<file path="config.mk">
export PLATFORM = sky130hd
export DESIGN_NAME = mux_rr_arbiter_flat
export DESIGN_NICKNAME = d
export VERILOG_FILES = /design/src/rtl/mux_rr_arbiter_pkg.sv /design/src/rtl/mux_rr_arbiter_if.sv /design/src/rtl/mux_rr_arbiter_rr_pick.sv /design/src/rtl/mux_rr_arbiter.sv /design/src/flat_wrapper.sv
export SDC_FILE = /design/constraint.sdc
export NUM_CORES = 1
export LEC_CHECK = 0
export ABC_CLOCK_PERIOD_IN_PS = 3900
export BUFFER_PORTS_ARGS = -buffer_cell sky130_fd_sc_hd__buf_2
export CORE_MARGIN = 1
export CORE_UTILIZATION = 30
export CTS_CLUSTER_DIAMETER = 100
export DETAILED_ROUTE_END_ITERATION = 16
export PLACE_DENSITY = 0.48
export SYNTH_ARGS = -nofsm -noshare
export SYNTH_HDL_FRONTEND = slang
export SYNTH_SLANG_ARGS = --single-unit
</file>
<file path="constraint.sdc">
create_clock -name clk -period 3.9 [get_ports clk]
set_clock_uncertainty 0.2 [all_clocks]
set_input_delay 0.195 -clock clk [delete_from_list [all_inputs] [get_ports clk]]
set_output_delay 0.195 -clock clk [all_outputs]
set_load 0.005 [all_outputs]
</file>
<file path="src/rtl/mux_rr_arbiter_pkg.sv">
// rtl/mux_rr_arbiter_pkg.sv - state encoding and select-width helper shared by the mux arbiter files
package mux_rr_arbiter_pkg;

    typedef enum logic {
        ST_IDLE  = 1'b0,
        ST_GRANT = 1'b1
    } arb_state_e;

    // Select width for a DEPTH:1 mux; never narrower than one bit so DEPTH=1 still has a select port.
    function automatic int sel_width(input int depth);
        int w;
        w = 1;
        while ((1 << w) < depth) w++;
        return w;
    endfunction

endpackage

</file>
<file path="src/rtl/mux_rr_arbiter_if.sv">
// rtl/mux_rr_arbiter_if.sv - request/grant/handshake bundle for mux_rr_arbiter (lockIn present under MUX_ARB_LOCK_EN)
interface mux_rr_arbiter_if
    import mux_rr_arbiter_pkg::*;
#(
    parameter int DEPTH     = 8,
    parameter int SEL_WIDTH = sel_width(DEPTH)
);
    logic [DEPTH-1:0]     reqIn;
    logic                 outReady;
`ifdef MUX_ARB_LOCK_EN
    logic                 lockIn;
`endif
    logic [SEL_WIDTH-1:0] select;
    logic [DEPTH-1:0]     grantOut;
    logic                 outValid;
    logic [DEPTH-1:0]     ackOut;

`ifdef MUX_ARB_LOCK_EN
    modport master (
        input  reqIn, outReady, lockIn,
        output select, grantOut, outValid, ackOut
    );
    modport slave (
        output reqIn, outReady, lockIn,
        input  select, grantOut, outValid, ackOut
    );
`else
    modport master (
        input  reqIn, outReady,
        output select, grantOut, outValid, ackOut
    );
    modport slave (
        output reqIn, outReady,
        input  select, grantOut, outValid, ackOut
    );
`endif

endinterface

</file>
<file path="src/rtl/mux_rr_arbiter_rr_pick.sv">
// rtl/mux_rr_arbiter_rr_pick.sv - combinational round-robin pick: lowest set index at or above ptr, else lowest below
module rr_pick
    import mux_rr_arbiter_pkg::*;
#(
    parameter int DEPTH     = 8,
    parameter int SEL_WIDTH = sel_width(DEPTH)
) (
    input  logic [DEPTH-1:0]     reqMasked,
    input  logic [SEL_WIDTH-1:0] ptr,
    output logic                 found,
    output logic [SEL_WIDTH-1:0] idx,
    output logic [DEPTH-1:0]     onehot
);

    logic                 hi_found;
    logic                 lo_found;
    logic [SEL_WIDTH-1:0] hi_idx;
    logic [SEL_WIDTH-1:0] lo_idx;

    // Scan top-down so the lowest candidate in each half (>= ptr, < ptr) is the one left standing.
    always_comb begin
        hi_found = 1'b0;
        lo_found = 1'b0;
        hi_idx   = '0;
        lo_idx   = '0;
        for (int i = DEPTH - 1; i >= 0; i--) begin
            if (reqMasked[i]) begin
                if ((SEL_WIDTH+1)'(i) >= {1'b0, ptr}) begin
                    hi_found = 1'b1;
                    hi_idx   = SEL_WIDTH'(i);
                end else begin
                    lo_found = 1'b1;
                    lo_idx   = SEL_WIDTH'(i);
                end
            end
        end
    end

    assign found  = hi_found | lo_found;
    assign idx    = hi_found ? hi_idx : lo_idx;
    assign onehot = found ? (DEPTH'(1) << idx) : '0;

endmodule

</file>
<file path="src/rtl/mux_rr_arbiter.sv">
// rtl/mux_rr_arbiter.sv - round-robin arbiter with registered mux select and valid/ready output (lock bursts under MUX_ARB_LOCK_EN)
module mux_rr_arbiter
    import mux_rr_arbiter_pkg::*;
#(
    parameter int DEPTH     = 8,
    parameter int SEL_WIDTH = sel_width(DEPTH)
) (
    input  logic             clk,
    input  logic             rst_n,
    mux_rr_arbiter_if.master bus
);

    localparam logic [SEL_WIDTH:0] DEPTH_W = (SEL_WIDTH+1)'(DEPTH);

    arb_state_e           state_q;
    arb_state_e           state_d;
    logic [SEL_WIDTH-1:0] sel_q;
    logic [SEL_WIDTH-1:0] sel_d;
    logic [SEL_WIDTH-1:0] ptr_q;
    logic [SEL_WIDTH-1:0] ptr_d;
    logic [DEPTH-1:0]     grant_q;
    logic [DEPTH-1:0]     grant_d;

    logic [SEL_WIDTH:0]   sel_plus1;
    logic [SEL_WIDTH-1:0] ptr_inc;
    logic [DEPTH-1:0]     pick_req;
    logic [SEL_WIDTH-1:0] pick_ptr;
    logic                 pick_found;
    logic [SEL_WIDTH-1:0] pick_idx;
    logic [DEPTH-1:0]     pick_onehot;

    logic                 accept;
    logic                 held;
    logic                 lock_now;
    logic                 keep;

`ifdef MUX_ARB_LOCK_EN
    assign lock_now = bus.lockIn;
`else
    assign lock_now = 1'b0;
`endif

    assign accept = (state_q == ST_GRANT) && bus.outReady;
    assign held   = |(bus.reqIn & grant_q);
    // A lock only extends a burst while the owner is still requesting; a dropped request rotates normally.
    assign keep   = lock_now && held;

    // Pointer one past the current grant, wrapped in SEL_WIDTH+1 bits so non-power-of-two DEPTH wraps at DEPTH.
    assign sel_plus1 = {1'b0, sel_q} + (SEL_WIDTH+1)'(1);
    assign ptr_inc   = (sel_plus1 >= DEPTH_W) ? '0 : sel_plus1[SEL_WIDTH-1:0];

    // In GRANT the picker previews the post-accept arbitration: served requester masked, pointer advanced.
    always_comb begin
        if (state_q == ST_GRANT) begin
            pick_req = bus.reqIn & ~grant_q;
            pick_ptr = ptr_inc;
        end else begin
            pick_req = bus.reqIn;
            pick_ptr = ptr_q;
        end
    end

    rr_pick #(
        .DEPTH     (DEPTH),
        .SEL_WIDTH (SEL_WIDTH)
    ) u_pick (
        .reqMasked (pick_req),
        .ptr       (pick_ptr),
        .found     (pick_found),
        .idx       (pick_idx),
        .onehot    (pick_onehot)
    );

    // State register plus the select/grant/pointer registers that feed the mux.
    always_ff @(posedge clk or negedge rst_n) begin
        if (!rst_n) begin
            state_q <= ST_IDLE;
            sel_q   <= '0;
            ptr_q   <= '0;
            grant_q <= '0;
        end else begin
            state_q <= state_d;
            sel_q   <= sel_d;
            ptr_q   <= ptr_d;
            grant_q <= grant_d;
        end
    end

    // Next state: accept re-arbitrates back-to-back, no accept holds unless the owner let go.
    always_comb begin
        state_d = state_q;
        case (state_q)
            ST_IDLE:  state_d = pick_found ? ST_GRANT : ST_IDLE;
            ST_GRANT: begin
                if (accept) begin
                    state_d = (keep || pick_found) ? ST_GRANT : ST_IDLE;
                end else begin
                    state_d = held ? ST_GRANT : ST_IDLE;
                end
            end
            default:  state_d = ST_IDLE;
        endcase
    end

    // Next select/grant/pointer; select is left as-is whenever the grant goes idle.
    always_comb begin
        sel_d   = sel_q;
        grant_d = grant_q;
        ptr_d   = ptr_q;
        case (state_q)
            ST_IDLE: begin
                if (pick_found) begin
                    sel_d   = pick_idx;
                    grant_d = pick_onehot;
                end
            end
            ST_GRANT: begin
                if (accept) begin
                    if (!keep) begin
                        ptr_d   = ptr_inc;
                        grant_d = pick_onehot;
                        if (pick_found) sel_d = pick_idx;
                    end
                end else if (!held) begin
                    grant_d = '0;
                end
            end
            default: grant_d = '0;
        endcase
    end

    assign bus.select   = sel_q;
    assign bus.grantOut = grant_q;
    assign bus.outValid = (state_q == ST_GRANT);
    assign bus.ackOut   = accept ? grant_q : '0;

endmodule

</file>
<file path="src/flat_wrapper.sv">
// flat-port wrapper written by rule: the top's interface ports become plain ports
module mux_rr_arbiter_flat import mux_rr_arbiter_pkg::*;
#(
    parameter int DEPTH     = 8,
    parameter int SEL_WIDTH = sel_width(DEPTH)
)
  (clk, rst_n, bus_reqIn, bus_outReady, bus_select, bus_grantOut, bus_outValid, bus_ackOut);
  mux_rr_arbiter_if #(.DEPTH(DEPTH), .SEL_WIDTH(SEL_WIDTH)) bus_i ();
  input  logic clk;
  input  logic rst_n;
  input wire logic [$bits(bus_i.reqIn)-1:0] bus_reqIn;
  input wire logic [$bits(bus_i.outReady)-1:0] bus_outReady;
  output wire logic [$bits(bus_i.select)-1:0] bus_select;
  output wire logic [$bits(bus_i.grantOut)-1:0] bus_grantOut;
  output wire logic [$bits(bus_i.outValid)-1:0] bus_outValid;
  output wire logic [$bits(bus_i.ackOut)-1:0] bus_ackOut;
  assign bus_i.reqIn = bus_reqIn;
  assign bus_i.outReady = bus_outReady;
  assign bus_select = bus_i.select;
  assign bus_grantOut = bus_i.grantOut;
  assign bus_outValid = bus_i.outValid;
  assign bus_ackOut = bus_i.ackOut;
  mux_rr_arbiter #(.DEPTH(DEPTH), .SEL_WIDTH(SEL_WIDTH)) u_core (.clk(clk), .rst_n(rst_n), .bus(bus_i));
endmodule
</file>
==> metrics.yaml, run 1 <==
pwr-share-clk: 0.100
place_area_sq_um: 1500
end_kind: "register"
nFillCells: 448
worstHoldPathCells: 3
ys_seq_area_frac: 0.284
die_y_um: 68.4
path_class: "register to register"
diodes: 0
leakage_nw: 0.749
core.rowCount: 23
reg2reg_to: "u_core.bus.grantOut[0]"
synth-async-reset-ratio: 1.00
ir_drop_mv: 0.266
syn_area_per_cell_sq_um: 8.77
power_switching_mw: 0.672
crit_arrival_ns: 3.18
multiInputGateArea_sq_um: 876
status: "finished, final reports clean"
r2r-start: "u_core.bus.outValid"
hold_viol: 0
most-common-layout-cells: "30 x buf_2, 15 x dfrtp_1, 13 x nand2_1"
hold_class: "input port to register"
areaGrowthSynthToFinish_pct: 17.6
port_buffers: 30
p_comb_frac: 0.664
wl_per_cell_um: 17.6
crit_required_ns: 3.88
cts_resized: 0
grt_pass1_wl_um: 6730
vias: 1363
cts_tree: "done"
dp_hpwl_um: 3180
grtUsageTotal: 0.194
synthFlopType: "dfrtp_1"
grt_start_max_net_pins: 26
final-setup-viol-count: 0
drive_gt1_frac: 0.271
critPathMaxFanout: 25
reg2reg_depth: 6
ys_types: 51
synthCells: 151
p_sw_frac: 0.517
pwr_density_cell_nw_per_um2: 835
clock_latency_ns: 0.25
die_area_sq_um: 4680
fin_nets: 194
synthDominantCellAreaShare: 0.284
ys_ff_latch: 15
start_kind: "register"
regArea_sq_um: 375
min_from: "bus_outReady"
min_period_over_period: 0.820
layout_commonest_cell: "buf_2"
netlist_area_sq_um: 1320
ios: 31
syn-num-nets: 163
initial_core_util: 0.322
synth_edf_count: 0
first_pass_iters: 4
grt_pass1_vias: 1400
synth_area_leaders: "dfrtp_1 28%, a22oi_1 4.5%, and3_1 3.8%"
power_frac_seq: 0.236
synth_top_area_cell: "dfrtp_1"
cap_violations: 0
placedCellCount: 226
worst_pin_slew_ns: 0.836
htree_num_levels: 1
hold_path_end: "u_core.ptr_q[0]"
finalSetupTns_ns: 0
die_x_um: 68.4
drcViolationCount: 0
gp_congestion: 0.890
clk_pin_slew_worst_paths_ns: 0.07
hold_ws_ns: 0.174
yosys_warnings: 0
finalMaxSlewViolations: 0
power.internal_mw: 0.628
clockRootBuffer: "clkbuf_8"
period_minus_slack_ns: 3.20
stdcell_count: 231
antenna_found_initial: 0
reg2reg_slack_ns: 0.70
cts_buffers: 3
cts_buffer_depth: 2
final_area_sq_um: 1560
dr.first_iter.drc_count: 85
rsz0062_at_grt: "no"
cts.sink_count: 15
postRouteAntennaNets: 0
max_slew_margin: 0.443
final_util: 0.378
overflow: 0
routed_via_density: 5.90
routed_wl_um: 4080
core_area_sq_um: 4120
fmax_mhz: 313
-- per-layer routing --
metal | track usage | routed length [um]
met5 | 0 | 0
met1 | 0.248 | 1750
met3 | 0.0217 | 152
met2 | 0.338 | 2140
met4 | 0.0573 | 26
-- how the worst max path moves through the flow --
stage                                    start                     end  slack (ns)  cells after the start
final                      u_core.bus.outValid  u_core.bus.grantOut[0]        0.70                      6
after global placement     u_core.bus.outValid  u_core.bus.grantOut[4]        0.78                      8
after floorplan           u_core.bus.select[0]  u_core.bus.grantOut[1]        1.35                      8
after CTS                  u_core.bus.outValid  u_core.bus.grantOut[2]        0.70                      6
after detailed placement   u_core.bus.outValid  u_core.bus.grantOut[2]        0.71                      6
after global routing       u_core.bus.outValid  u_core.bus.grantOut[2]        0.51                      7
-- power by group through the flow --
stage | Sequential, mW | Clock, mW | Combinational (mW)
2_1_floorplan | 0.269 | 0 | 0.668
3_3_place_gp | 0.305 | 0 | 0.853
6_report | 0.306 | 0.130 | 0.863
3_5_place_dp | 0.309 | 0 | 0.852
5_1_grt | 0.319 | 0.142 | 0.941
4_1_cts | 0.305 | 0.134 | 0.858
-- stage by stage --
| step | total power [mW] | setup slack, ns |
|---|---|---|
| after floorplan | 0.938 | 1.35 |
| after CTS | 1.30 | 0.702 |
| after global routing | 1.40 | 0.506 |
| final | 1.30 | 0.700 |
| after global placement | 1.16 | 0.779 |
| after detailed placement | 1.16 | 0.711 |
-- cell type report --
| class | instances | share of cell area |
|---|---|---|
| multi-input cells | 123 | 0.563 |
| inverters | 7 | 0.0169 |
| clock inverters | 1 | 0.00482 |
| repair buffers | 32 | 0.108 |
| clock buffers | 3 | 0.0265 |
| flip-flops and latches | 15 | 0.241 |
| well taps | 50 | 0.0402 |
-- cells by family (layout without fill, tap and decap cells) --
logic type / Yosys count / in the layout / share of synthesized area
AOI/OAI and AO/OA: 60 / 60 / 0.371
adders and majority gates: 1 / 1 / 0.00945
buffers and inverters: 13 / 43 / 0.0548
DFF: 15 / 15 / 0.284
muxes: 4 / 4 / 0.0331
and+or+nand+nor: 58 / 58 / 0.248
-- cell usage after synthesis, drive strengths merged, types with 2 or more instances --
cell and n:
a211oi 2, a21bo 2, a21boi 7, a21o 2, a21oi 4, a221oi 2
a22oi 8, a31oi 5, a32o 5, and2 3, and3 8, and3b 3
buf 5, dfrtp 15, inv 7, mux2 3, nand2 13, nand2b 3
nand3b 3, nand4 2, nor2 11, nor2b 4, nor3 2, o21ai 6
o22ai 2, o31ai 3, o41ai 4, or2 2
-- timing repair --
action / CTS / global route
hold endpoints to repair: 15 / 0
setup buffers: 0 / 0
hold buffers: 1 / 0
setup endpoints to repair: 0 / 0
-- sequential cells by signal (all words and copies together) (netlist names) --
signal	cells
u_core.bus.select	3
u_core.bus.grantOut	8
u_core.bus.outValid	1
u_core.ptr_q	3
-- worst max-delay path, stage by stage (launching register included) --
cell and delay [ns]:
dfrtp_1 0.76, buf_4 0.31, mux2_2 0.41, a221oi_2 0.33, nor4b_2 0.14, a22oi_1 0.70
a32o_1 0.28
Note: power is estimated with default switching activity, not from simulation.
==> run 2, diff against run 1 <==
--- a/config.mk
+++ b/config.mk
@@ -5,7 +5,8 @@
 export SDC_FILE = /design/constraint.sdc
 export NUM_CORES = 1
 export LEC_CHECK = 0
-export ABC_CLOCK_PERIOD_IN_PS = 3900
+export ABC_AREA = 1
+export ABC_CLOCK_PERIOD_IN_PS = 3000
 export BUFFER_PORTS_ARGS = -buffer_cell sky130_fd_sc_hd__buf_2
 export CORE_MARGIN = 1
 export CORE_UTILIZATION = 30
==> constraint.sdc (replaced) <==
create_clock -name clk -period 3 [get_ports clk]
set_clock_uncertainty 0.2 [all_clocks]
set_input_delay 0.15 -clock clk [delete_from_list [all_inputs] [get_ports clk]]
set_output_delay 0.15 -clock clk [all_outputs]
set_load 0.005 [all_outputs]
==> metrics.yaml, run 2 <==
status: "finished, final reports clean"  # unchanged
crit_path_top_delay_cell: "dfrtp_1"  # unchanged
worstHoldPathCells: 5  # was 3
cap_violations: 0  # unchanged
synthDominantCellAreaShare: 0.291  # was 0.284
cts_tree: "done"  # unchanged
fin_nets: 252  # was 194
regArea_sq_um: 375  # unchanged
routed_wl_um: 3470  # was 4080 um
pwr-share-clk: 0.100  # about the same
p_comb_frac: 0.680  # was 0.664
areaGrowthSynthToFinish_pct: 20.0  # was 17.6%
stdcell_count: 289  # was 231
rsz0062_at_grt: "no"  # unchanged
power_switching_mw: 0.878  # was 0.672 mW
first_pass_iters: 4  # unchanged
syn-num-nets: 217  # was 163
diodes: 0  # unchanged
ys_types: 25  # was 51
max_slew_margin: 0.661  # was 0.443
fmax_mhz: 380  # was 313 MHz
ys_ff_latch: 15  # unchanged
cts_buffers: 3  # unchanged
gp_congestion: 0.868  # was 0.890
cp_common_cell: "nand2_1"
yosys_warnings: 0  # unchanged
crit_chain: "ha_1 > inv_1 > nand2_1 > nand2_4 > nand2_1 > inv_1 > nand2_1 > nand2_1 > nand2_1 > nor2_1 > nand2_1 > inv_1 > nand2_4 > o21ai_4 > nor2_4 > nand3_1 > nand2_1"  # was buf_4 > mux2_2 > a221oi_2 > nor4b_2 > a22oi_1 > a32o_1
most-common-layout-cells: "65 x nand2_1, 34 x inv_1, 30 x buf_2"  # was 30 x buf_2, 15 x dfrtp_1, 13 x nand2_1
vias: 1335  # was 1363
cts_setup_buffers: 0  # unchanged
ios: 31  # unchanged
crit_arrival_ns: 2.57  # was 3.18 ns
wl_per_cell_um: 12.0  # was 17.6 um
hold_viol: 0  # unchanged
netlist_area_sq_um: 1290  # was 1320 sq um
antenna_found_initial: 0  # unchanged
worst_pin_slew_ns: 0.504  # was 0.836 ns
syn_area_per_cell_sq_um: 6.30  # was 8.77 sq um
ys_seq_area_frac: 0.291  # was 0.284
synthFlopType: "dfrtp_1"  # unchanged
final-setup-viol-count: 0  # unchanged
grt_start_max_net_pins: 16  # was 26
crit_path_max_incr_delay_ns: 0.45  # was 0.76 ns
synth_commonest_cells: "65 x nand2_1, 34 x inv_1, 20 x nor2_1, 15 x dfrtp_1, 15 x nand3_1"  # was 15 x dfrtp_1, 13 x nand2_1, 10 x nor2_1, 8 x a22oi_1, 8 x and3_1
start_kind: "register"  # unchanged
layout_commonest_cell: "nand2_1"  # was buf_2
min_period_over_period: 0.877  # was 0.820
path_class: "register to register"  # unchanged
final_util: 0.382  # was 0.378
grt_pass1_wl_um: 5650  # was 6730 um
period_minus_slack_ns: 2.63  # was 3.20 ns
nFillCells: 440  # was 448
multiInputGateArea_sq_um: 753  # was 876 sq um
crit_required_ns: 2.93  # was 3.88 ns
cts_buffer_depth: 2  # unchanged
critPathMaxFanout: 9  # was 25
port_buffers: 30  # unchanged
synthCells: 205  # was 151
cts.sink_count: 15  # unchanged
finalSetupTns_ns: 0  # unchanged
synth_area_leaders: "dfrtp_1 29%, nand2_1 19%, inv_1 9.9%"  # was dfrtp_1 28%, a22oi_1 4.5%, and3_1 3.8%
power_frac_seq: 0.220  # was 0.236
leakage_nw: 0.914  # was 0.749 nW
dr.first_iter.drc_count: 72  # was 85
clock_latency_ns: 0.24  # was 0.25 ns
finalMaxSlewViolations: 0  # unchanged
clockRootBuffer: "clkbuf_8"  # unchanged
synth.most_common_cell: "nand2_1"  # was dfrtp_1
drcViolationCount: 0  # unchanged
cts_resized: 0  # unchanged
place_area_sq_um: 1490  # was 1500 sq um
clk_pin_slew_worst_paths_ns: 0.06  # was 0.07 ns
core.rowCount: 23  # unchanged
pwr_density_cell_nw_per_um2: 1030  # was 835 nW/um^2
ir_drop_mv: 0.404  # was 0.266 mV
hold_class: "input port to register"  # unchanged
final_area_sq_um: 1550  # was 1560 sq um
placedCellCount: 284  # was 226
power.internal_mw: 0.721  # was 0.628 mW
core_area_sq_um: 4060  # was 4120 sq um
initial_core_util: 0.318  # was 0.322
end_kind: "register"  # unchanged
synth-async-reset-ratio: 1.00  # unchanged
drive_gt1_frac: 0.238  # was 0.271
dp_hpwl_um: 2910  # was 3180 um
postRouteAntennaNets: 0  # unchanged
htree_num_levels: 1  # unchanged
grtUsageTotal: 0.166  # was 0.194
p_sw_frac: 0.549  # was 0.517
grt_pass1_vias: 1207  # was 1400
die_area_sq_um: 4570  # was 4680 sq um
die_y_um: 67.6  # was 68.4 um
reg2reg_depth: 17  # was 6
routed_via_density: 4.62  # was 5.90
die_x_um: 67.6  # was 68.4 um
synth_top_area_cell: "dfrtp_1"  # unchanged
synth_edf_count: 0  # unchanged
largest_reg_flops: 8  # unchanged
overflow: 0  # unchanged
run 2: what timing repair did:
action	in CTS	in global routing
endpoints found under the hold margin	15	0
endpoints found under the setup margin	0	0
hold buffers	1	0
run 2: per-layer routing:
metal,track usage,share of wire,vias to the layer above
li1,-,-,720
met1,0.241,0.50,595
met2,0.261,0.47,18
met3,0.0152,0.017,2
met4,0.0399,0.0049,0
met5,0,0,-
run 2: critical path: cells and delay by family (launching register included):
family          cells  cell delay, ns
simple gates       12            1.02
compound gates      1            0.25
fa+ha+maj           1            0.32
buf+inv             3            0.28
flops               1            0.45
run 2: final cells by class:
class	count	share of cell area
Multi-Input combinational cell	150	0.486
Clock buffer	4	0.0291
Timing Repair Buffer	32	0.108
Inverter	38	0.0937
Sequential cell	15	0.242
Tap cell	50	0.0404
run 2: power by group through the flow:
stage               clock network, mW  registers [mW]  logic (mW)
floorplan                           0           0.335       0.846
detailed placement                  0           0.357        1.08
global route                    0.180           0.366        1.24
finish                          0.161           0.351        1.09
CTS                             0.167           0.353        1.09
global placement                    0           0.359        1.11
run 2: cells by family after synthesis:
family,count (synthesis),synth area share
AND/OR/NAND/NOR,125,0.448
buffers and inverters,40,0.126
adder cells (fa/ha/maj),1,0.00969
AO/OA/AOI/OAI,24,0.126
flip-flops,15,0.291
run 2: final timing paths:
| check | slack (ns) | endpoint | start |
|---|---|---|---|
| min in group asynchronous | 0.14 | u_core.bus.select[0] | rst_n |
| hold reg to reg | 0.29 | u_core.ptr_q[1] | u_core.ptr_q[1] |
| setup reg to reg | 0.37 | u_core.bus.grantOut[0] | u_core.bus.select[0] |
| max in group asynchronous | 2.20 | u_core.bus.grantOut[5] | rst_n |
| hold / removal | 0.10 | u_core.bus.outValid | bus_outReady |
| setup / recovery | 0.37 | u_core.bus.grantOut[0] | u_core.bus.select[0] |
run 2: per-stage QoR:
stage          worst slack (ns)  power [mW]  hold WS (ns)
3_5_place_dp              0.384        1.44        -0.114
5_1_grt                  0.0833        1.79         0.124
2_1_floorplan             0.687        1.18        -0.346
6_report                  0.369        1.60         0.104
4_1_cts                   0.364        1.61         0.106
3_3_place_gp              0.289        1.47        -0.117
==> run 3, diff against run 2 <==
--- a/config.mk
+++ b/config.mk
@@ -13,6 +13,7 @@
 export CTS_CLUSTER_DIAMETER = 100
 export DETAILED_ROUTE_END_ITERATION = 16
 export PLACE_DENSITY = 0.48
+export RECOVER_POWER = 100
 export SYNTH_ARGS = -nofsm -noshare
 export SYNTH_HDL_FRONTEND = slang
 export SYNTH_SLANG_ARGS = --single-unit
==> metrics.yaml, run 3 (synthesized netlist as in run 2, its figures left out) <==
crit_chain: "ha_1 > inv_1 > nand2_1 > nand2_4 > nand2_1 > inv_1 > nand2_1 > nand2_1 > nand2_1 > nor2_1 > nand2_1 > inv_1 > nand2_4 > o21ai_4 > nor2_1 > nand3_1 > nand2_1"  # was ha_1 > inv_1 > nand2_1 > nand2_4 > nand2_1 > inv_1 > nand2_1 > nand2_1 > nand2_1 > nor2_1 > nand2_1 > inv_1 > nand2_4 > o21ai_4 > nor2_4 > nand3_1 > nand2_1
leakage_nw: 0.842  # was 0.914 nW
first_pass_iters: 4  # unchanged
min_period_over_period: 0.884  # was 0.877
hold_class: "input port to register"  # unchanged
finalMaxSlewViolations: 0  # unchanged
gp_congestion: 0.868  # unchanged
hold_viol: 0  # unchanged
crit_arrival_ns: 2.59  # was 2.57 ns
grtUsageTotal: 0.166  # unchanged
cts_buffer_depth: 2  # unchanged
core.rowCount: 23  # unchanged
cp_common_cell: "nand2_1"  # unchanged
die_area_sq_um: 4570  # unchanged
antenna_found_initial: 0  # unchanged
areaGrowthSynthToFinish_pct: 17.1  # was 20.0%
max_slew_margin: 0.439  # was 0.661
grt_pass1_wl_um: 5650  # unchanged
crit_path_top_delay_cell: "dfrtp_1"  # unchanged
critPathTopFamily: "simple AND/OR/NAND/NOR gates"  # unchanged
hold_ws_ns: 0.117  # was 0.104 ns
finalSetupTns_ns: 0  # unchanged
ir_drop_mv: 0.395  # was 0.404 mV
drcViolationCount: 0  # unchanged
crit_required_ns: 2.93  # about the same
worst_pin_slew_ns: 0.842  # was 0.504 ns
end_kind: "register"  # unchanged
fin_nets: 252  # unchanged
pwr_density_cell_nw_per_um2: 1030  # about the same
diodes: 0  # unchanged
layout_commonest_cell: "nand2_1"  # unchanged
start_kind: "register"  # unchanged
cts_buffers: 3  # unchanged
most-common-layout-cells: "67 x nand2_1, 35 x inv_1, 22 x nor2_1"  # was 65 x nand2_1, 34 x inv_1, 30 x buf_2
vias: 1325  # was 1335
final-setup-viol-count: 0  # unchanged
fmax_mhz: 377  # was 380 MHz
path_class: "register to register"  # unchanged
cts.sink_count: 15  # unchanged
core_area_sq_um: 4060  # unchanged
cts_tree: "done"  # unchanged
cap_violations: 0  # unchanged
wl_per_cell_um: 12.0  # about the same
status: "finished, final reports clean"  # unchanged
rsz0062_at_grt: "no"  # unchanged
dp_hpwl_um: 2910  # unchanged
routed_wl_um: 3470  # about the same
crit_path_max_incr_delay_ns: 0.45  # about the same
drive_gt1_frac: 0.142  # was 0.238
largest_reg_flops: 8  # unchanged
die_y_um: 67.6  # unchanged
crit_start: "u_core.bus.select[0]"  # unchanged
critPathBufInv: 3  # unchanged
ios: 31  # unchanged
overflow: 0  # unchanged
htree_num_levels: 1  # unchanged
dr.first_iter.drc_count: 82  # was 72
port_buffers: 30  # unchanged
r2r-start: "u_core.bus.select[0]"  # unchanged
grt_pass1_vias: 1207  # unchanged
routed_via_density: 4.58  # was 4.62
min_from: "bus_outReady"  # unchanged
critPathMaxFanout: 9  # unchanged
postRouteAntennaNets: 0  # unchanged
period_minus_slack_ns: 2.65  # was 2.63 ns
clock_latency_ns: 0.24  # about the same
clk_pin_slew_worst_paths_ns: 0.06  # about the same
initial_core_util: 0.318  # unchanged
grt_start_max_net_pins: 16  # unchanged
die_x_um: 67.6  # unchanged
clockRootBuffer: "clkbuf_8"  # unchanged
## run 3: cell count changes in the layout (fill, tap and decap cells not counted), sizes merged
cell / before / now
buf: 31 / 13
clkbuf: 4 / 22
## run 3: where the power goes
group          switching (mW)  leakage, nW  internal, mW
registers              0.0801        0.190         0.271
logic                   0.709        0.629         0.334
clock network          0.0663       0.0228        0.0939
total                   0.856        0.842         0.699
## run 3: worst register-to-register path: cells and delay by family, from the launching register on
family | cells | cell delay, ns
buffers and inverters | 3 | 0.28
adder cells (fa/ha/maj) | 1 | 0.32
AND/OR/NAND/NOR | 12 | 1.08
AO/OA/AOI/OAI | 1 | 0.22
flip-flops | 1 | 0.45
## run 3: final timing paths
check,to,slack [ns],cells after the start
min in group asynchronous,u_core.bus.select[0],0.32,2
max in group asynchronous,u_core.bus.grantOut[5],1.76,2
min,u_core.bus.outValid,0.12,4
min reg2reg,u_core.ptr_q[1],0.29,2
max,u_core.bus.grantOut[0],0.35,17
max reg2reg,u_core.bus.grantOut[0],0.35,17
## run 3: metrics by stage
step                std cells   util  setup WS [ns]  total power, mW  instance area [sq um]
finish                    289  0.372          0.348             1.55                   1510
global route              289  0.372         0.0441             1.75                   1510
CTS                       289  0.382          0.364             1.61                   1550
detailed placement        284  0.368          0.384             1.44                   1490
global placement          284  0.368          0.289             1.47                   1490
floorplan                 205      -          0.687             1.18                   1290
## run 3: repair_timing
item,4_1_cts,5_1_grt
resized for setup,0,0
hold endpoints to repair,15,0
setup buffers,0,0
hold buffers,1,0
## run 3: layer usage
layer	part of all wire	up-vias	global-route usage
li1	-	718	-
met1	0.51	591	0.241
met5	0	-	0
met3	0.016	2	0.0152
met2	0.47	14	0.261
met4	0.0052	0	0.0399
## run 3: final cells by class
| class | count | area (sq um) |
|---|---|---|
| tap | 50 | 62.6 |
| clock buffer | 4 | 45.0 |
| multi-input combinational | 150 | 738 |
| sequential | 15 | 375 |
| inverter | 38 | 145 |
| timing repair buffer | 32 | 145 |
| fill | 453 | 2550 |
